`src/rtl/regfile_wr_arbiter.sv`:
```
// Register-file write-port arbiter: writeback vs. auxiliary loader, with starvation
// boost for the loader and silent discard of writes to protected registers.
module regfile_wr_arbiter #(
   parameter int unsigned STARVE_LIMIT = 4,
   parameter logic [15:0] PROT_MASK    = 16'hA000
) (
   input  logic        clk,
   input  logic        rst,
   input  logic        hold,
   input  logic        wb_valid,
   input  logic [3:0]  wb_rd,
   input  logic [31:0] wb_wd,
   output logic        wb_ready,
   input  logic        ax_valid,
   input  logic [3:0]  ax_rd,
   input  logic [31:0] ax_wd,
   output logic        ax_ready,
   output logic        wr_enable,
   output logic [3:0]  RD,
   output logic [31:0] WD,
   output logic        drop_pulse,
   output logic        drop_src,
   output logic        boost
);

   localparam int unsigned AW = 4;
   localparam int unsigned DW = 32;
   localparam int unsigned CW = 4;
   localparam logic [CW-1:0] LIMIT = CW'(STARVE_LIMIT);

   typedef enum logic {NORMAL = 1'b0, BOOST = 1'b1} state_t;

   state_t          state_q, state_d;
   logic [CW-1:0]   starve_q, starve_d;
   logic            wr_en_q, wr_en_d;
   logic [AW-1:0]   rd_q, rd_d;
   logic [DW-1:0]   wd_q, wd_d;
   logic            drop_q, drop_d;
   logic            drop_src_q, drop_src_d;

   logic            acc_wb, acc_ax, acc_any, prot;
   logic [AW-1:0]   sel_rd;
   logic [DW-1:0]   sel_wd;

   // Grant: priority follows state; nothing granted under hold or reset.
   always_comb begin
      wb_ready = 1'b0;
      ax_ready = 1'b0;
      if (!rst && !hold) begin
         if (state_q == BOOST) begin
            ax_ready = ax_valid;
            wb_ready = wb_valid && !ax_valid;
         end else begin
            wb_ready = wb_valid;
            ax_ready = ax_valid && !wb_valid;
         end
      end
   end

   assign acc_wb  = wb_valid && wb_ready;
   assign acc_ax  = ax_valid && ax_ready;
   assign acc_any = acc_wb || acc_ax;
   assign sel_rd  = acc_ax ? ax_rd : wb_rd;
   assign sel_wd  = acc_ax ? ax_wd : wb_wd;
   assign prot    = PROT_MASK[sel_rd];

   always_comb begin
      starve_d   = starve_q;
      state_d    = state_q;
      wr_en_d    = acc_any && !prot;
      rd_d       = rd_q;
      wd_d       = wd_q;
      drop_d     = acc_any && prot;
      drop_src_d = drop_src_q;

      if (!ax_valid || acc_ax)
         starve_d = '0;
      else if (starve_q < LIMIT)
         starve_d = starve_q + CW'(1);

      // Boost on the edge the counter reaches the limit; leave once ax is served or idle.
      case (state_q)
         NORMAL: if (ax_valid && !acc_ax && starve_d == LIMIT) state_d = BOOST;
         BOOST:  if (!ax_valid || acc_ax) state_d = NORMAL;
         default: state_d = NORMAL;
      endcase

      if (wr_en_d) begin
         rd_d = sel_rd;
         wd_d = sel_wd;
      end
      if (drop_d)
         drop_src_d = acc_ax;
   end

   always_ff @(posedge clk or posedge rst) begin
      if (rst) begin
         state_q    <= NORMAL;
         starve_q   <= '0;
         wr_en_q    <= 1'b0;
         rd_q       <= '0;
         wd_q       <= '0;
         drop_q     <= 1'b0;
         drop_src_q <= 1'b0;
      end else begin
         state_q    <= state_d;
         starve_q   <= starve_d;
         wr_en_q    <= wr_en_d;
         rd_q       <= rd_d;
         wd_q       <= wd_d;
         drop_q     <= drop_d;
         drop_src_q <= drop_src_d;
      end
   end

   assign wr_enable  = wr_en_q;
   assign RD         = rd_q;
   assign WD         = wd_q;
   assign drop_pulse = drop_q;
   assign drop_src   = drop_src_q;
   assign boost      = (state_q == BOOST);

endmodule

```
`config.mk`:
```
export PLATFORM = sky130hd
export DESIGN_NAME = regfile_wr_arbiter
export DESIGN_NICKNAME = d
export VERILOG_FILES = /design/src/rtl/regfile_wr_arbiter.sv
export SDC_FILE = /design/constraint.sdc
export NUM_CORES = 1
export LEC_CHECK = 0
export ABC_AREA = 1
export BUFFER_PORTS_ARGS = -buffer_cell sky130_fd_sc_hd__buf_2
export CAP_MARGIN = 20
export CORE_MARGIN = 2
export CORE_UTILIZATION = 49
export DETAILED_ROUTE_END_ITERATION = 6
export GPL_TIMING_DRIVEN = 0
export PLACE_DENSITY = 0.91
export SYNTH_ARGS = -nofsm -noshare
export SYNTH_HDL_FRONTEND = slang
export SYNTH_SLANG_ARGS = --single-unit
```
`constraint.sdc`:
```
create_clock -name clk -period 2.57 [get_ports clk]
set_input_delay 0.514 -clock clk [delete_from_list [all_inputs] [get_ports clk]]
set_output_delay 0.514 -clock clk [all_outputs]
set_load 0.005 [all_outputs]
```
-- Yosys cells after proc, flatten, opt, wreduce, memory -nomap -nowiden
Memory sizes are Yosys's and may differ from the RTL's.
Cells that the tools add are included.
- register bits after elaboration: 44
- ROM bits: 16
- output and inout bits: 42
- memories: 1
- bits of input ports: 77
- memory list (name ; words ; bits a word ; read ports ; clocked after Yosys merged registers in ; wr ports ; RTL line ; source):
    (no name shown) ; 16 ; 1 ; 1 ; 0 ; 0 ; 65 ; assign prot = PROT_MASK[sel_rd];
- reduce and logical (&&, ||, !) cells: 17
- multiplexer cells: 12
- equality and inequality tests: 1
- bitwise logic cells: 1
- add/subtract/negate cells: 1
- $lt $le $gt $ge: 2
- operator list (kind ; number):
    32-bit two-way mux ; 1
    4-bit two-way mux ; 3
    1-bit logical AND ; 9
    1-bit two-way mux ; 7
    1-bit zero test ; 6
    4-bit by 5-bit < comparator with 1-bit output, second input constant ; 1
    4-bit by 1-bit adder with 4-bit output, second input constant ; 1
    4-bit by 3-bit equality test with 1-bit output, second input constant ; 1
    4-bit by 3-bit < comparator with 1-bit output, second input constant ; 1
    1-bit logical OR ; 2
    1-bit one-hot mux with 2 select lines ; 1
    1-bit NOT ; 1

-- Longest topological paths before layout
- depth in word-level cells: 11
- gate-level depth with buffers: 11
- mapped depth without buffers: 10

-- Least setup slack after synthesis
No wires, ideal clock.
- path type: input to output
- start: input port rst
- end: output port ax_ready
- data required time: 2.056 ns
- cell stages on the path: 5
- setup slack: 0.886 ns
- arrival: 1.170 ns
- path through: nor2_2 > nand2_2 > buf_6 > inv_2 > buf_4
- longest elaborated chain between the ends: 3
- RTL lines (what ; RTL line ; source):
    start: declaration ; 8 ; input logic rst,
    1-bit zero test (no line) ; - ;
    1-bit logical AND ; 49 ; if (!rst && !hold) begin
    1-bit two-way mux ; 49 ;
    end: declaration ; 17 ; output logic ax_ready,
No other way between the ends.

-- Worst setup path after layout
- start: register state_q (netlist: boost)
- end: output port ax_ready
- longest elaborated chain between the ends: 2
- RTL lines (what ; RTL line ; source):
    start: declaration ; 33 ; state_t state_q, state_d;
    start signal: assignment ; 106 ; state_q <= state_d;
    1-bit two-way mux ; 50 ; if (state_q == BOOST) begin
    1-bit two-way mux ; 49 ;
No other way between the ends.

==> impl_metrics.toml <==
[status]
outcome = "complete, no violations"

[layout]
final_nets = 519
utilization_pct = 65.8
n_antenna_cell = 0
area_growth_pct = 31.3
finalNonFillerCells = 493
drive_above_1_share_pct = 33.7

[route]
drc = 0
vias_per_cell = 4.83
drt_first_iter_violations = 109
routed_wl_um = 5660
first_pass_iters = 4
ant_nets = 0
post_drt_wl_per_cell_um = 11.5
via_count = 2380

[clock_network]
cts_made_buffers = 5
clkTransAtPathRegs_ns = 0.08
postCtsHoldBufs = 0
cts_tree = "yes"
cts_buffer_depth = 2
post_cts_resized = 0
h-tree-depth = 2
cts_root_buf = "clkbuf_8"
post-cts-setup-buffers = 0
clock-sinks = 44
clk_latency_ns = 0.29

[setup_path]
cpPeakStageDelay_ns = 0.38
critPathBufInv = 4
r2r_cells = 9
crit_path_cell_trace = "nand2_1, nand2_2, nand2_2, buf_6, inv_2, buf_4, buf_2"
crit_arrival_ns = 1.60
crit_type = "register to output pin"
cp_common_cell = "nand2_2"
required_ns = 2.06
crit_fanout = 10
cp_num_cells = 7
cp-start-kind = "register"
crit_slowest_cell = "dfrtp_1"
cp-end-kind = "output pin"
critPathTopFamily = "buffers and inverters"

[timing]
fmax_ghz = 0.473
worstMarginPinSlew_ns = 0.896
drv_slew = 0
period_share_pct = 82.2
timing.hold.ws_ns = 0.423
hold_viol_final = 0
fin_crit_ns = 2.11
fin_tns_setup_ns = 0
final-setup-viol-count = 0
relSlewSlack_pct = 40.2
rsz0062_at_grt = "false"
clock_skew_ns = 0.00521

[synthesis]
synth.area.mux_share_pct = 0
synth_xor_area_share_pct = 0.377
seq_area_frac_synth_pct = 47.4
syn_nets = 394
synth-seq-cells = 44
synth_top_family_by_area = "simple AND/OR/NAND/NOR gates"
yosysWarnings = 0
synthSimpleGateAreaFrac_pct = 42.4
synth_top_area_share_pct = 47.4
synth_compound_area_share_pct = 1.35
synthesis.area_mm2 = 0.00232
ys_top_cells_by_area = "dfrtp_1 (47%), nand2_1 (29%), nand3_1 (8.8%)"
synthCells = 316
syn_avg_cell_area_um2 = 7.34
synthAdderAreaFrac_pct = 0.539
ys_types = 20
synth_top_area_cell = "dfrtp_1"

[grt]
antenna_found_initial = 0
grt_pass1_vias = 2225
grt_overflow_total = 0
grt_max_degree = 45
grt_util_all_layers_pct = 22.8
grt_pass1_wl_um = 9400

[floorplanning]
die-area_mm2 = 0.00530
die_y_um = 72.8
initial_core_util_pct = 50.1
core_area_mm2 = 0.00463
pin_count = 119
die_w_um = 72.8
placementRows = 25

[power_and_ir_drop]
clkPwrFrac_pct = 21.8
p_leak_nw = 1.90
finalPower_mw = 1.75
power_frac_seq_pct = 51.1
p_int_mw = 1.23
switching_power_mw = 0.523
swShare_pct = 29.9
vdd_ir_drop_max_mv = 0.340
pwr-share-comb_pct = 27.1
powerDensity_mw_per_mm2 = 575

[placed_design]
hpwl_um = 4240
port_buffers = 118
routabilityCongestion = 0.762
dp.cells = 488

[flow_run]
maxCapViolations = 0

[worst_hold_path]
hp-class = "input pin to async pin"
-- sequential cells by signal, indices dropped and copies added (netlist names) --
name	count
drop_src	1
WD	32
boost	1
drop_pulse	1
starve_q	4
RD	4
wr_enable	1
-- synthesized netlist by cell type, drive strengths merged --
master / number
a21oi: 2
buf: 15
nor2: 7
nand3: 42
clkbuf: 2
xor2: 1
o21ai: 2
ha: 1
inv: 11
dfrtp: 44
nand2: 187
nand4: 2
-- area by class of cell --
cell class                      count  area [µm²]
Multi-Input combinational cell    244        1040
Fill cell                         420        1580
Clock buffer                        5        68.8
Timing Repair Buffer              118         591
Buffer                             17         143
Sequential cell                    44        1100
Tap cell                           54        67.6
Inverter                           11        41.3
-- cell usage in the layout, fill, tap and decap left out --
master	netlist	final
nand2_1	182	182
clkbuf_8	0	5
dfrtp_1	44	44
nand2_2	4	4
buf_6	8	8
nand3_4	1	1
a21oi_1	2	2
buf_2	3	121
nor2_1	6	6
nand2_4	1	1
nand4_1	2	2
o21ai_4	1	1
clkbuf_1	2	2
inv_1	10	9
o21ai_0	1	1
nand3_1	41	41
ha_1	1	1
nor2_2	1	1
buf_4	4	4
inv_2	1	2
xor2_1	1	1
-- worst paths after layout --
| path | startpoint | endpoint | slack (ns) |
|---|---|---|---|
| worst max-delay path | boost | ax_ready | 0.46 |
| worst min-delay path | rst | boost | 0.42 |
| worst max register to register | boost | WD[28] | 0.89 |
| worst min register to register | WD[30] | WD[30] | 0.47 |
| max in group asynchronous | rst | wr_enable | 1.58 |
| min in group clk | WD[30] | WD[30] | 0.47 |
-- power groups by stage --
stage                     Clock, mW  Sequential (mW)  Combinational (mW)
after floorplan                   0            0.917               0.229
after global placement            0            0.902               0.467
after detailed placement          0            0.906               0.484
after CTS                     0.395            0.894               0.484
after global routing          0.427            0.913               0.547
final                         0.383            0.894               0.475
-- cell families (layout without fill, tap and decap cells) --
logic type	Yosys count	after routing
fa+ha+maj	1	1
flops	44	44
compound gates	4	4
buf+inv	28	151
simple gates	238	238
xor+xnor	1	1
-- worst register-to-register path: cells and delay by family (launching register included) --
family | cells | cell delay [ns]
DFF | 1 | 0.41
and+or+nand+nor | 7 | 0.65
buffers and inverters | 2 | 0.57
-- per-layer routing --
layer  track usage [%]  wire [µm]  vias up
li1                  -          -     1226
met1              25.5       2390     1070
met2              42.7       2910       77
met3              4.83        296        7
met4              7.41         66        0
met5                 0          0        -
-- per-stage QoR --
step                      area (µm²)  worst slack (ns)
final                           3050             0.458
after global placement          2980             0.484
after CTS                       3050             0.449
after floorplan                 2320             0.886
after global routing            3050             0.356
after detailed placement        2980             0.469
No activity file was read; power rests on OpenSTA's default activity.
